--- src/rtl/hazard_stall_unit_if.sv ---
// rtl/hazard_stall_unit_if.sv - ID/EXE/MEM hazard inputs and stall/freeze outputs of the hazard stall unit
//
// Signals:
//   src1, src2, two_src             ID-stage source operands
//   exe_wb_en, exe_mem_r_en, exe_dest   EXE-stage writer / load info
//   mem_wb_en, mem_dest, mem_r_en, mem_w_en   MEM-stage writer / access info
//   hazard, freeze, mem_done, stall_count     unit outputs
// Modports: master drives the pipeline-side inputs, slave is the stall unit.
interface hazard_stall_unit_if #(
    parameter int CW = 16
);
    logic [3:0]    src1;
    logic [3:0]    src2;
    logic          two_src;
    logic          exe_wb_en;
    logic          exe_mem_r_en;
    logic [3:0]    exe_dest;
    logic          mem_wb_en;
    logic [3:0]    mem_dest;
    logic          mem_r_en;
    logic          mem_w_en;
    logic          hazard;
    logic          freeze;
    logic          mem_done;
    logic [CW-1:0] stall_count;

    modport master (
        output src1, src2, two_src, exe_wb_en, exe_mem_r_en, exe_dest,
               mem_wb_en, mem_dest, mem_r_en, mem_w_en,
        input  hazard, freeze, mem_done, stall_count
    );

    modport slave (
        input  src1, src2, two_src, exe_wb_en, exe_mem_r_en, exe_dest,
               mem_wb_en, mem_dest, mem_r_en, mem_w_en,
        output hazard, freeze, mem_done, stall_count
    );
endinterface

--- src/rtl/hazard_stall_unit.sv ---
// rtl/hazard_stall_unit.sv - RAW stall detection, memory-latency freeze FSM and bubble counter
//
// Ports:
//   clk   rising-edge clock
//   rst   synchronous active-low reset
//   bus   hazard_stall_unit_if.slave (pipeline-stage inputs, hazard/freeze/mem_done/stall_count)
// Parameters:
//   MEM_LAT  cycles of freeze per memory access (2..15)
//   CW       stall_count width (must match the interface CW)
// Build option:
//   HAZARD_FWD_EN  defined when a forwarding unit exists; only load-use stalls remain.
module hazard_stall_unit #(
    parameter int MEM_LAT = 4,
    parameter int CW      = 16
) (
    input  logic                 clk,
    input  logic                 rst,
    hazard_stall_unit_if.slave   bus
);
    typedef enum logic [1:0] {
        S_IDLE = 2'd0,
        S_WAIT = 2'd1,
        S_DONE = 2'd2
    } state_t;

    // IDLE covers the first freeze cycle and DONE follows cnt reaching zero,
    // so the WAIT preload is two short of the full latency.
    localparam logic [3:0] LOAD_CNT = 4'(MEM_LAT - 2);

    state_t        state;
    logic [3:0]    cnt;
    logic [CW-1:0] stall_q;

    logic match_exe;
    logic match_mem;
    logic hazard_raw;
    logic mem_req;
    logic freeze_c;
    logic done_c;
    logic hazard_c;
    logic unused_in;

    always_comb begin
        match_exe = bus.exe_wb_en &
                    ((bus.src1 == bus.exe_dest) | (bus.two_src & (bus.src2 == bus.exe_dest)));
        match_mem = bus.mem_wb_en &
                    ((bus.src1 == bus.mem_dest) | (bus.two_src & (bus.src2 == bus.mem_dest)));
`ifdef HAZARD_FWD_EN
        hazard_raw = bus.exe_mem_r_en & match_exe;
        unused_in  = match_mem;
`else
        hazard_raw = match_exe | match_mem;
        unused_in  = bus.exe_mem_r_en;
`endif
    end

    // Outputs are decoded from state and live inputs so the freeze asserts in
    // the very cycle the access arrives in MEM; reset low masks everything.
    always_comb begin
        mem_req  = bus.mem_r_en | bus.mem_w_en;
        freeze_c = 1'b0;
        done_c   = 1'b0;
        case (state)
            S_IDLE:  freeze_c = mem_req;
            S_WAIT:  freeze_c = 1'b1;
            S_DONE:  done_c   = 1'b1;
            default: ;
        endcase
        if (!rst) begin
            freeze_c = 1'b0;
            done_c   = 1'b0;
        end
        hazard_c = hazard_raw & rst;
    end

    always_ff @(posedge clk) begin
        if (!rst) begin
            state   <= S_IDLE;
            cnt     <= 4'd0;
            stall_q <= '0;
        end else begin
            case (state)
                S_IDLE: begin
                    if (mem_req) begin
                        cnt   <= LOAD_CNT;
                        state <= S_WAIT;
                    end
                end
                S_WAIT: begin
                    if (cnt == 4'd0) begin
                        state <= S_DONE;
                    end else begin
                        cnt <= cnt - 4'd1;
                    end
                end
                // The completing instruction is still in MEM here; ignoring
                // mem_req keeps it from starting a second access.
                S_DONE:  state <= S_IDLE;
                default: state <= S_IDLE;
            endcase

            // Bubbles only count when the pipeline actually advances.
            if (hazard_c && !freeze_c && (stall_q != '1)) begin
                stall_q <= stall_q + 1'b1;
            end
        end
    end

    assign bus.hazard      = hazard_c;
    assign bus.freeze      = freeze_c;
    assign bus.mem_done    = done_c;
    assign bus.stall_count = stall_q;
endmodule

--- src/flat_wrapper.sv ---
// flat-port wrapper written by rule: the top's interface ports become plain ports
module hazard_stall_unit_flat 
#(
    parameter int MEM_LAT = 4,
    parameter int CW      = 16
)
  (clk, rst, bus_src1, bus_src2, bus_two_src, bus_exe_wb_en, bus_exe_mem_r_en, bus_exe_dest, bus_mem_wb_en, bus_mem_dest, bus_mem_r_en, bus_mem_w_en, bus_hazard, bus_freeze, bus_mem_done, bus_stall_count);
  hazard_stall_unit_if #(.CW(CW)) bus_i ();
  input  logic clk;
  input  logic rst;
  input wire logic [$bits(bus_i.src1)-1:0] bus_src1;
  input wire logic [$bits(bus_i.src2)-1:0] bus_src2;
  input wire logic [$bits(bus_i.two_src)-1:0] bus_two_src;
  input wire logic [$bits(bus_i.exe_wb_en)-1:0] bus_exe_wb_en;
  input wire logic [$bits(bus_i.exe_mem_r_en)-1:0] bus_exe_mem_r_en;
  input wire logic [$bits(bus_i.exe_dest)-1:0] bus_exe_dest;
  input wire logic [$bits(bus_i.mem_wb_en)-1:0] bus_mem_wb_en;
  input wire logic [$bits(bus_i.mem_dest)-1:0] bus_mem_dest;
  input wire logic [$bits(bus_i.mem_r_en)-1:0] bus_mem_r_en;
  input wire logic [$bits(bus_i.mem_w_en)-1:0] bus_mem_w_en;
  output wire logic [$bits(bus_i.hazard)-1:0] bus_hazard;
  output wire logic [$bits(bus_i.freeze)-1:0] bus_freeze;
  output wire logic [$bits(bus_i.mem_done)-1:0] bus_mem_done;
  output wire logic [$bits(bus_i.stall_count)-1:0] bus_stall_count;
  assign bus_i.src1 = bus_src1;
  assign bus_i.src2 = bus_src2;
  assign bus_i.two_src = bus_two_src;
  assign bus_i.exe_wb_en = bus_exe_wb_en;
  assign bus_i.exe_mem_r_en = bus_exe_mem_r_en;
  assign bus_i.exe_dest = bus_exe_dest;
  assign bus_i.mem_wb_en = bus_mem_wb_en;
  assign bus_i.mem_dest = bus_mem_dest;
  assign bus_i.mem_r_en = bus_mem_r_en;
  assign bus_i.mem_w_en = bus_mem_w_en;
  assign bus_hazard = bus_i.hazard;
  assign bus_freeze = bus_i.freeze;
  assign bus_mem_done = bus_i.mem_done;
  assign bus_stall_count = bus_i.stall_count;
  hazard_stall_unit #(.MEM_LAT(MEM_LAT), .CW(CW)) u_core (.clk(clk), .rst(rst), .bus(bus_i));
endmodule
--- config.mk ---
export PLATFORM = sky130hd
export DESIGN_NAME = hazard_stall_unit_flat
export DESIGN_NICKNAME = d
export VERILOG_FILES = /design/src/rtl/hazard_stall_unit_if.sv /design/src/rtl/hazard_stall_unit.sv /design/src/flat_wrapper.sv
export SDC_FILE = /design/constraint.sdc
export NUM_CORES = 1
export LEC_CHECK = 0
export BUFFER_PORTS_ARGS = -buffer_cell sky130_fd_sc_hd__buf_2
export CAP_MARGIN = 20
export CORE_MARGIN = 8
export CORE_UTILIZATION = 31
export CTS_BUF_LIST = sky130_fd_sc_hd__clkbuf_16
export DETAILED_ROUTE_END_ITERATION = 10
export GPL_ROUTABILITY_DRIVEN = 0
export SYNTH_ARGS = -nofsm -noshare
export SYNTH_HDL_FRONTEND = slang
export SYNTH_SLANG_ARGS = --single-unit
--- constraint.sdc ---
create_clock -name clk -period 1.9 [get_ports clk]
set_input_delay 0.19 -clock clk [delete_from_list [all_inputs] [get_ports clk]]
set_output_delay 0.19 -clock clk [all_outputs]
set_load 0.01 [all_outputs]
# Word level (Yosys, flattened, before mapping)
# Cells that the tools add are included.
[totals] ff_bits=22 out_inout_bits=19
[classes] bitwise_logic=9 addsub=2 n_eq_ne=10 muxes=10 n_reduce_logical=8
[op_table] operator="adder 16 x 1 -> 16 bit, second input constant" n=1
[op_table] operator="equality test 4 bit" n=4
[op_table] operator="!= test 16 bit, second input constant" n=1
[op_table] operator="2-to-1 mux 4 bit" n=2
[op_table] operator="case mux 4 bit (2 select lines)" n=1
[op_table] operator="AND 1 bit" n=5
[op_table] operator="zero test 4 bit" n=1
[op_table] operator="2-to-1 mux 2 bit" n=2
[op_table] operator="!= test 2 x 1 -> 1 bit, second input constant" n=2
[op_table] operator="bitwise OR 1 bit" n=4
[op_table] operator="case mux 2 bit (2 select lines)" n=1
[op_table] operator="subtractor 4 x 1 -> 4 bit, second input constant" n=1
[op_table] operator="2-to-1 mux 1 bit" n=3
[op_table] operator="AND reduction 3 bit" n=1
[op_table] operator="equality test 2 x 1 -> 1 bit, second input constant" n=1
[op_table] operator="equality test 2 bit, second input constant" n=1
[op_table] operator="logical AND 1 bit" n=2
[op_table] operator="zero test 2 bit" n=1
[op_table] operator="!= test 2 bit, second input constant" n=1
[op_table] operator="case mux 1 bit (2 select lines)" n=1
[op_table] operator="AND reduction 2 bit" n=1
[op_table] operator="nonzero test 2 bit" n=1
[op_table] operator="zero test 1 bit" n=1

# Depth between registers and ports, before layout
# Gate-level depths: netlist (run 1).
[depth] word_depth=8 mapped_depth=8 depth_no_buf=7

# Worst setup path before layout (run 1)
# OpenSTA, ideal clock, no wires.
[synth_path] path_type="register to register" startpoint="register u_core.stall_q[9], in the netlist u_core.bus.stall_count[9]" endpoint="register u_core.stall_q[1], in the netlist u_core.bus.stall_count[1]" path_slack_ns=0.143 path_stages_with_launch=8 arrival_ns=1.687 setup_ns=0.070 cell_sequence="dfxtp_1 and4_1 and4_1 nand3_1 buf_2 nand2_1 or3b_2 a21oi_1"
[synth_via] elab_chain_len=2
[synth_lines] item="from (decl)" line_no="hazard_stall_unit.sv:32" source="logic [CW-1:0] stall_q;"
[synth_lines] item="from (signal assigned)" line_no="hazard_stall_unit.sv:104" source="stall_q <= stall_q + 1'b1;"
[synth_lines] item="!= test 16 bit" line_no="hazard_stall_unit.sv:103" source="if (hazard_c && !freeze_c && (stall_q != '1)) begin"
[synth_lines] item="logical AND 1 bit" line_no="hazard_stall_unit.sv:103"
# No other way between the ends.
# A chain may end at the register's enable or synchronous reset.

# Worst setup path after layout (run 1)
[layout_path] startpoint="input bus_src2[2]" endpoint="register u_core.stall_q[15], in the netlist u_core.bus.stall_count[15]"
[layout_via] elab_chain_len=8 word_cells_on_any_way=12 classes_between="eq/ne (2); bitwise (8); reduce/logical (2)"
[layout_lines] item="from (decl)" line_no="flat_wrapper.sv:12" source="input wire logic [$bits(bus_i.src2)-1:0] bus_src2;"
[layout_lines] item="equality test 4 bit, on equally long branches" line_no="hazard_stall_unit.sv:45, hazard_stall_unit.sv:47"
[layout_lines] item="AND 1 bit, on equally long branches" line_no="hazard_stall_unit.sv:45, hazard_stall_unit.sv:47"
[layout_lines] item="bitwise OR 1 bit, on equally long branches" line_no="hazard_stall_unit.sv:45, hazard_stall_unit.sv:47"
[layout_lines] item="AND 1 bit, on equally long branches" line_no="hazard_stall_unit.sv:44, hazard_stall_unit.sv:46"
[layout_lines] item="bitwise OR 1 bit *" line_no="hazard_stall_unit.sv:52" source="hazard_raw = match_exe | match_mem;"
[layout_lines] item="AND 1 bit *" line_no="hazard_stall_unit.sv:73" source="hazard_c = hazard_raw & rst;"
[layout_lines] item="logical AND 1 bit * (2 in a row)" line_no="hazard_stall_unit.sv:103"
# Mark *: on every way between the ends. The rest lies on a longest branch, timed or not.

==> results of run 1 <==
critical path: stages:
cell and delay [ns]:
buf_2 0.12, buf_4 0.12, a222oi_1 0.28, nor4b_4 0.32
nor4_4 0.10, buf_4 0.19, or4_1 0.49, a21oi_1 0.14
metal layers:
metal / global-route usage (%) / wire length [um]
met1: 12.9 / 1520
met2: 15.9 / 1480
met3: 3.20 / 228
met4: 4.29 / 45
met5: 0 / 0
state kept, by name (all words and copies together) (netlist names):
signal	flops
u_core.bus.stall_count	16
u_core.cnt	4
u_core.state	2
where the power goes:
group          switching [W]  internal [W]
Combinational       0.000151      0.000147
Sequential         0.0000292      0.000496
Clock               0.000170      0.000281
kinds of logic after synthesis:
kind of cell	synth area share, %
AO/OA/AOI/OAI	13.7
multiplexers	3.05
AND/OR/NAND/NOR	32.5
flip-flops	33.6
adder cells (fa/ha/maj)	2.86
buffers and inverters	4.29
XOR/XNOR	10.0
stage by stage:
step	area (um^2)	TNS (ns)	setup slack [ns]	power (W)	hold WS, ns
finish	1760	0	0.131	0.00127	0.271
global route	1760	0	0.0136	0.00135	0.291
CTS	1730	0	0.0431	0.00128	0.268
detailed placement	1640	-1.41	-0.177	0.000822	0.477
global placement	1640	-1.48	-0.191	0.000824	0.473
floorplan	1310	0	0.143	0.000718	0.345
final cells by class:
type,count,area share [%]
clock inverters,1,0.214
multi-input cells,128,48.3
clock buffers,3,4.28
inverters,7,1.50
repair buffers,52,17.1
well taps,50,3.56
flip-flops and latches,22,25.1
path summary, 6_finish.rpt:
kind	to	depth (start not counted)
min	u_core.cnt[0]	2
max	u_core.bus.stall_count[15]	8
max reg2reg	u_core.bus.stall_count[13]	7
min reg2reg	u_core.bus.stall_count[4]	2
repair_timing:
action / 4_1_cts / 5_1_grt
cloned: 0 / 0
buffers inserted: 0 / 1
gates resized for setup: 1 / 3
setup endpoints to repair: 1 / 7
pin swaps: 0 / 2
placed cells by master, fill, tap and decap left out, types with 7 or more instances in the layout:
cell / Yosys / layout
or3_1: 10 / 10
a21oi_1: 13 / 13
buf_2: 3 / 41
o21ai_0: 11 / 11
dfxtp_1: 22 / 22
buf_4: 0 / 10
inv_1: 7 / 7
nor2_1: 8 / 8
nand2_1: 13 / 13
xor2_1: 11 / 11
==> results.md, run 1 <==
- # clock sinks: 22
- Crit path time final: 1.77 ns
- Synth Register Bits: 22
- Area grow syn2layout: 33.7%
- CTS max path bufs: 2
- Maximum vdd drop: 0.000261 V
- Synth async-reset ratio: 0%
- Register area: 440 um^2
- Port bufs: 41
- Clk_skew: 0.00149 ns
- Rows: 23
- Clk_lat worst skew: 0.25 ns
- Final hold vios: 0
- Worst Min Path Start: rst
- Synthesized cell area: 0.00131 mm^2
- Crit end category: flip-flop
- Primary FF master, synth: dfxtp_1
- Data required, critical path: 2.09 ns
- Worst slew pin tran: 0.515 ns
- Fin cells: 263
- Cells after DPL: 258
- Full die area: 0.00657 mm^2
- Type of the worst setup path: in -> reg
- Mapped Cells: 164
- Drc violations: 0
- Post-Syn Nets: 191
- Fillers: 435
- Initial core utilization: 32.6%
- Largest net degree at the start of global routing: 17
- CTS buffer count: 3
- Core Area: 0.00403 mm^2
- Chip height: 81.1 um
- Reg2reg setup slack: 0.15 ns
- Avg Inst Size Synth: 8.00 um^2
- Via density: 5.10
- Footprint of the multi-input gates: 847 um^2
- Worst Setup SP: bus_src2[2]
- Diodes inserted: 0
- Share of the synthesized area in the top cell type: 33.6%
- Max_slew headroom: 65.3%
- Post-DP HPWL: 2590 um
- WP data arrival: 1.96 ns
- Max-cap viol count: 0
- Starting DRT DRC Count: 39
- Initial antenna violation count: 0
- CTS tree: built
- Routed Antenna Nets: 0
- Fmax: 0.565 GHz
- Number of global-route vias before repair: 1264
- Origin of the critical flop-to-flop path: u_core.bus.stall_count[9]
- Routed len/inst: 12.4 um
- Most common cell in the synthesized netlist: dfxtp_1
- YS warnings: 0
- Final setup vio count: 0
- Total Routing Usage GR: 10.3%
- Number of synthesized flops with an enable pin: 0
- Outcome: completed
- Via Count: 1340
- Top cell type by total area after synthesis: dfxtp_1
- DRT Pass-1 Iters: 4
- Nets: 241
- Reg clk slew, reported paths: 0.06 ns
- Leak pwr: 0.747 nW
- Startpoint Class: input pin
- Root buf cell: clkbuf_16
- Hold Crit Class: in -> reg
- Synth top area cells: dfxtp_1, xor2_1, a21oi_1
- Yosys cell types: 35
- Final worst-path cycle share: 93.1%
- Final WL: 3270 um
- Global route overflow: 0
- Die Wd: 81.1 um
- Seq/Total Area, Yosys: 33.6%
- Top-Level Pins: 43
- RSZ-0062 raised after global routing: no
- CP Max Fanout: 11
- H-tree Lvls: 1
- Commonest cells in the netlist: dfxtp_1, a21oi_1, nand2_1
- Final core utilization: 43.6%
- First-pass GRT wire length: 5530 um
- Pwr/cell area: 726 mW/mm^2
- Share of cells above drive strength 1: 28.2%
- Slew Limit Fails: 0
- CTS hold repair buffers: 0
(Power assumes the default switching activity.)
==> run 2: changes to the inputs <==
ABC_AREA = 1   (was default)
CORE_MARGIN = default   (was 8)
==> run 2 against run 1 <==
- clock power is 1% higher
- combinational power up 58%
- core utilization is 4.4 points lower
- final area increased by 14%
- largest cell class unchanged
==> results.md, run 2 <==
- CP peak stage delay: 0.34 ns
- Most common cell after layout, fill and taps aside: nand2_1
- Reg clk slew, reported paths: 0.06 ns
- Primary FF master, synth: dfxtp_1
- Yosys cell types: 29
- Die Wd: 74.7 um
- Via density: 4.33
- CTS tree: built
- Starting DRT DRC Count: 67
- First-pass GRT wire length: 5710 um
- WP data arrival: 1.50 ns
- Share of cells above drive strength 1: 23.5%
- Fin cells: 377
- Final WL: 3460 um
- Clk_skew: 0.00262 ns
- H-tree Lvls: 1
- Seq/Total Area, Yosys: 26.9%
- Crit end category: output pin
- Worst Path Buf+Inv: 4
- Type of the worst setup path: reg -> out
- Top cell type by total area after synthesis: dfxtp_1
- Mapped Cells: 265
- Routed Antenna Nets: 0
- Synth Register Bits: 22
- Max-cap viol count: 0
- Clock Power Share: 30.9%
- Routed len/inst: 9.19 um
- Number of synthesized flops with an enable pin: 0
- CTS buffer count: 3
- Worst slew pin tran: 0.462 ns
- Total negative setup slack: 0 ns
- Synthesized cell area: 0.00164 mm^2
- Final WS setup: 0.205 ns
- Post-place setup slack: 0.246 ns
- DRT Pass-1 Iters: 4
- Worst-path cell chain: inv_1 -> nor2_1 -> inv_1 -> nand2_1 -> inv_1 -> nor2_1 -> buf_2
- Switching part of the total power: 35.2%
- CTS hold repair buffers: 0
- Internal Dissipation: 0.000959 W
- Slowest-stage cell, CP: dfxtp_1
- Diodes inserted: 0
- Final hold vios: 0
- Area grow syn2layout: 22.0%
- Top delay family on crit path: buffers and inverters
- Full die area: 0.00558 mm^2
- Via Count: 1631
- Cts repair resizes: 0
- Chip height: 74.7 um
- Fillers: 576
- YS warnings: 0
- Total Routing Usage GR: 13.2%
- Global route overflow: 0
- Rows: 26
- Share of the synthesized area in the top cell type: 26.9%
- Number of global-route vias before repair: 1365
- Post-DP HPWL: 2690 um
- Cells after DPL: 373
- Largest net degree at the start of global routing: 18
- Pwr/cell area: 740 mW/mm^2
- Synth async-reset ratio: 0%
- Most common cell in the synthesized netlist: nand2_1
- Hold Crit Class: in -> reg
- Top-Level Pins: 43
- # clock sinks: 22
- Avg Inst Size Synth: 6.19 um^2
- Fmax: 0.590 GHz
- RSZ-0062 raised after global routing: no
- Leak pwr: 1.03 nW
- Core Area: 0.00511 mm^2
- Max_slew headroom: 69.2%
- Crit path time final: 1.69 ns
- Initial antenna violation count: 0
- CP dominant cell by count: inv_1
- Initial core utilization: 32.1%
- Data required, critical path: 1.71 ns
- Port bufs: 41
- Synth top area cells: dfxtp_1, nand2_1, inv_1
- Drc violations: 0
- Post-CTS setup buffers: 0
- Outcome: completed
- Root buf cell: clkbuf_16
- Nets: 335
- Startpoint Class: flip-flop
- Clk_lat worst skew: 0.26 ns
- Maximum vdd drop: 0.000593 V
- Commonest cells in the netlist: nand2_1, inv_1, nor2_1
- Max reg flops: 16
- Final setup vio count: 0
- Commonest cells after routing, fill and taps aside: nand2_1, inv_1, nor2_1
- Comb pwr share: 31.8%
- Flop pwr share: 37.3%
- Psw: 0.000520 W
- Post-Syn Nets: 292
- Slew Limit Fails: 0
- CP Max Fanout: 11
- CTS max path bufs: 2
- Final worst-path cycle share: 89.2%
==> run 2: cell types whose count changed after synthesis, moves of 4 or more <==
| cell | previous run | this run |
|---|---|---|
| o21ai_0 | 11 | 2 |
| o21ai_1 | 1 | 8 |
| mux2i_1 | 4 | 0 |
| nand2_1 | 13 | 73 |
| xnor2_1 | 4 | 0 |
| nor2_1 | 8 | 45 |
| nand2_2 | 0 | 4 |
| a21oi_1 | 13 | 5 |
| inv_1 | 7 | 47 |
| and3_1 | 6 | 0 |
| or3_1 | 10 | 0 |
| nor4_1 | 4 | 0 |
| nor2_2 | 0 | 8 |
| xor2_1 | 11 | 5 |
==> run 2: per-layer routing <==
| layer | track usage, % | up-vias | share of wire [%] |
|---|---|---|---|
| li1 | - | 895 | - |
| met3 | 3.08 | 5 | 3.4 |
| met5 | 0 | - | 0 |
| met2 | 22.4 | 20 | 47 |
| met1 | 16.1 | 711 | 49 |
| met4 | 5.03 | 0 | 1.3 |
==> run 2: cell type report <==
class | count | area, um^2 | area share (%)
multi-input combinational | 191 | 1000 | 50.0
sequential | 22 | 440 | 22.0
timing repair buffer | 42 | 213 | 10.6
inverter | 48 | 180 | 9.01
tap | 70 | 87.6 | 4.38
clock buffer | 3 | 75.1 | 3.75
clock inverter | 1 | 3.75 | 0.188
==> run 2: through the flow <==
step,total power [W],hold WS (ns),util [%],instance area (um^2)
finish,0.00148,0.247,39.1,2000
global route,0.00159,0.276,39.1,2000
CTS,0.00150,0.254,39.1,2000
detailed placement,0.00103,0.504,37.6,1920
global placement,0.00103,0.498,37.6,1920
floorplan,0.000918,0.405,-,1640
==> run 2: kinds of logic (layout without fill, tap and decap cells) <==
group	after synthesis	in the layout	synth area share (%)
AOI/OAI and AO/OA	20	20	7.48
xor gates and xnor gates	5	5	2.67
adders and majority gates	3	3	2.29
buffers and inverters	52	94	12.1
DFF	22	22	26.9
and+or+nand+nor	163	163	48.6
==> run 2: worst paths after layout <==
kind,start,endpoint,slack (ns),cells after the start
max,u_core.state[0],bus_freeze,0.21,7
min,bus_mem_r_en,u_core.cnt[2],0.25,4
max reg2reg,u_core.bus.stall_count[0],u_core.bus.stall_count[13],0.24,11
min reg2reg,u_core.cnt[3],u_core.cnt[3],0.51,2
==> run 2: power by group through the flow <==
stage	sequential, W	combinational, W	clock, W
after global routing	0.000560	0.000542	0.000489
after floorplan	0.000555	0.000363	0
after CTS	0.000552	0.000473	0.000474
final	0.000552	0.000470	0.000457
after detailed placement	0.000562	0.000471	0
after global placement	0.000562	0.000471	0
==> run 2: worst register-to-register path: stages (launching register included) <==
cell and delay, ns:
dfxtp_1 0.34, ha_1 0.23, nand3_1 0.13, nor2_4 0.07, nand4_4 0.11, nand3_2 0.12
nor2_2 0.19, nand3_2 0.09, nor2_2 0.13, nand2_1 0.06, nand2_1 0.07, nor2_2 0.03
==> run 3: changes to the inputs <==
--- a/config.mk
+++ b/config.mk
@@ -16,2 +16,3 @@
 export SYNTH_HDL_FRONTEND = slang
 export SYNTH_SLANG_ARGS = --single-unit
+export TNS_END_PERCENT = 100
==> constraint.sdc (replaced) <==
create_clock -name clk -period 1.9 [get_ports clk]
set_input_delay 0.095 -clock clk [delete_from_list [all_inputs] [get_ports clk]]
set_output_delay 0.095 -clock clk [all_outputs]
set_load 0.01 [all_outputs]
==> run 3 against run 2 <==
- combinational power rose by 10%
- clock skew up 0.0034 ns
- core utilization rose by 0.88 points
==> results.md, run 3 (synthesis results as in run 2) <==
- Nets: 337
- Slew Limit Fails: 0
- WP data arrival: 1.82 ns
- Routed Antenna Nets: 0
- Max reg flops: 16
- CTS hold repair buffers: 0
- Final setup vio count: 0
- Origin of the critical flop-to-flop path: u_core.bus.stall_count[0]
- Area grow syn2layout: 24.7%
- Flop pwr share: 33.1%
- RSZ-0062 raised after global routing: no
- Startpoint Class: flip-flop
- Chip height: 74.7 um
- Rows: 26
- Root buf cell: clkbuf_16
- Switching part of the total power: 32.4%
- Global route overflow: 0
- Crit path time final: 1.66 ns
- Data required, critical path: 2.06 ns
- CP peak stage delay: 0.34 ns
- Drc violations: 0
- Path length in cells of the critical path: 11
- Clk_skew: 0.00604 ns
- Reg clk slew, reported paths: 0.06 ns
- Psw: 0.000540 W
- Largest net degree at the start of global routing: 24
- Max_slew headroom: 68.6%
- Post-DP HPWL: 2780 um
- CP Max Fanout: 7
- H-tree Lvls: 1
- CTS tree: built
- Leak pwr: 1.04 nW
- Most common cell after layout, fill and taps aside: nand2_1
- Top-Level Pins: 43
- CP dominant cell by count: nor2_2
- Hold Crit Class: in -> reg
- Starting DRT DRC Count: 67
- Total Power: 0.00167 W
- Critical R2R Capture: u_core.bus.stall_count[13]
- Initial antenna violation count: 0
- Crit end category: flip-flop
- Slowest-stage cell, CP: dfxtp_1
- CTS buffer count: 3
- Outcome: completed
- Worst-path cell chain: ha_1 -> nand3_1 -> nor2_4 -> nand4_4 -> nand3_2 -> nor2_2 -> nand3_2 -> nor2_2 -> nand2_1 -> nand2_1 -> nor2_2
- Die Wd: 74.7 um
- Core Area: 0.00511 mm^2
- Top delay family on crit path: simple AND/OR/NAND/NOR gates
- Routed len/inst: 9.28 um
- Full die area: 0.00558 mm^2
- Commonest cells after routing, fill and taps aside: nand2_1, inv_1, nor2_1
- Max-cap viol count: 0
- Final hold vios: 0
- Share of cells above drive strength 1: 24.6%
- Final core utilization: 40.0%
- Clock Power Share: 35.7%
- Final WL: 3520 um
- CTS max path bufs: 2
- Comb pwr share: 31.2%
- Maximum vdd drop: 0.000658 V
- Total negative setup slack: 0 ns
- Total Routing Usage GR: 14.0%
- Internal Dissipation: 0.00113 W
- Via Count: 1617
- Worst Path Buf+Inv: 0
- Worst slew pin tran: 0.471 ns
- Clk_lat worst skew: 0.26 ns
- Number of global-route vias before repair: 1431
- Worst Setup SP: u_core.bus.stall_count[0]
- # clock sinks: 22
- Diodes inserted: 0
- Fmax: 0.603 GHz
- Reg2Reg Depth: 11
- Via density: 4.27
- Reg2reg setup slack: 0.24 ns
- Final worst-path cycle share: 87.3%
- Type of the worst setup path: reg -> reg
- DRT Pass-1 Iters: 4
- Hold WS: 0.147 ns
- Critical Path End: u_core.bus.stall_count[13]
- Port bufs: 41
- Pwr/cell area: 815 mW/mm^2
- Initial core utilization: 32.1%
- First-pass GRT wire length: 6060 um
==> run 3: timing repair <==
| item | CTS | global route |
|---|---|---|
| resized for setup | 0 | 1 |
| setup endpoints to repair | 0 | 1 |
| buffers inserted | 0 | 1 |
| hold endpoints to repair | 0 | 0 |
==> run 3: worst min path at each step <==
stage / cells after the start / startpoint / slack, ns / endpoint
finish: 4 / bus_mem_r_en / 0.15 / u_core.cnt[2]
CTS: 4 / bus_mem_r_en / 0.14 / u_core.cnt[2]
global route: 4 / bus_mem_r_en / 0.17 / u_core.cnt[2]
detailed placement: 4 / bus_mem_r_en / 0.42 / u_core.cnt[2]
global placement: 4 / bus_mem_r_en / 0.43 / u_core.cnt[2]
floorplan: 3 / bus_mem_r_en / 0.31 / u_core.cnt[2]
==> run 3: power groups by stage <==
stage,Combinational [W],Clock (W),Sequential [W]
after detailed placement,0.000494,0,0.000562
after global placement,0.000489,0,0.000561
after CTS,0.000498,0.000618,0.000552
after global routing,0.000603,0.000636,0.000563
final,0.000519,0.000595,0.000552
after floorplan,0.000363,0,0.000555
==> run 3: worst reg2reg max path, stage by stage (launching register included) <==
cell,delay [ns]
dfxtp_1,0.34
ha_1,0.23
nand3_1,0.13
nor2_4,0.06
nand4_4,0.11
nand3_2,0.11
nor2_2,0.19
nand3_2,0.09
nor2_2,0.13
nand2_1,0.06
nand2_1,0.07
nor2_2,0.04
==> run 3: layout make-up <==
type | instances | area, um^2
multi-input combinational | 191 | 1000
fill | 563 | 3060
clock buffer | 3 | 75.1
timing repair buffer | 44 | 228
inverter | 48 | 184
tap | 70 | 87.6
clock inverter | 1 | 30.0
sequential | 22 | 440
==> run 3: routing by layer <==
metal | vias to the layer above | global-route usage (%) | part of all wire [%]
met5 | - | 0 | 0
met4 | 0 | 3.77 | 1.1
met3 | 4 | 3.88 | 3.5
met2 | 21 | 23.2 | 46
met1 | 693 | 17.7 | 49
li1 | 899 | - | -
==> run 3: metrics by stage <==
stage	instance area (um^2)	setup WS, ns	cells
2_1_floorplan	1640	0.340	265
5_1_grt	2040	0.0900	379
6_report	2040	0.241	379
3_5_place_dp	1930	0.235	374
3_3_place_gp	1930	0.260	374
4_1_cts	2030	0.157	378
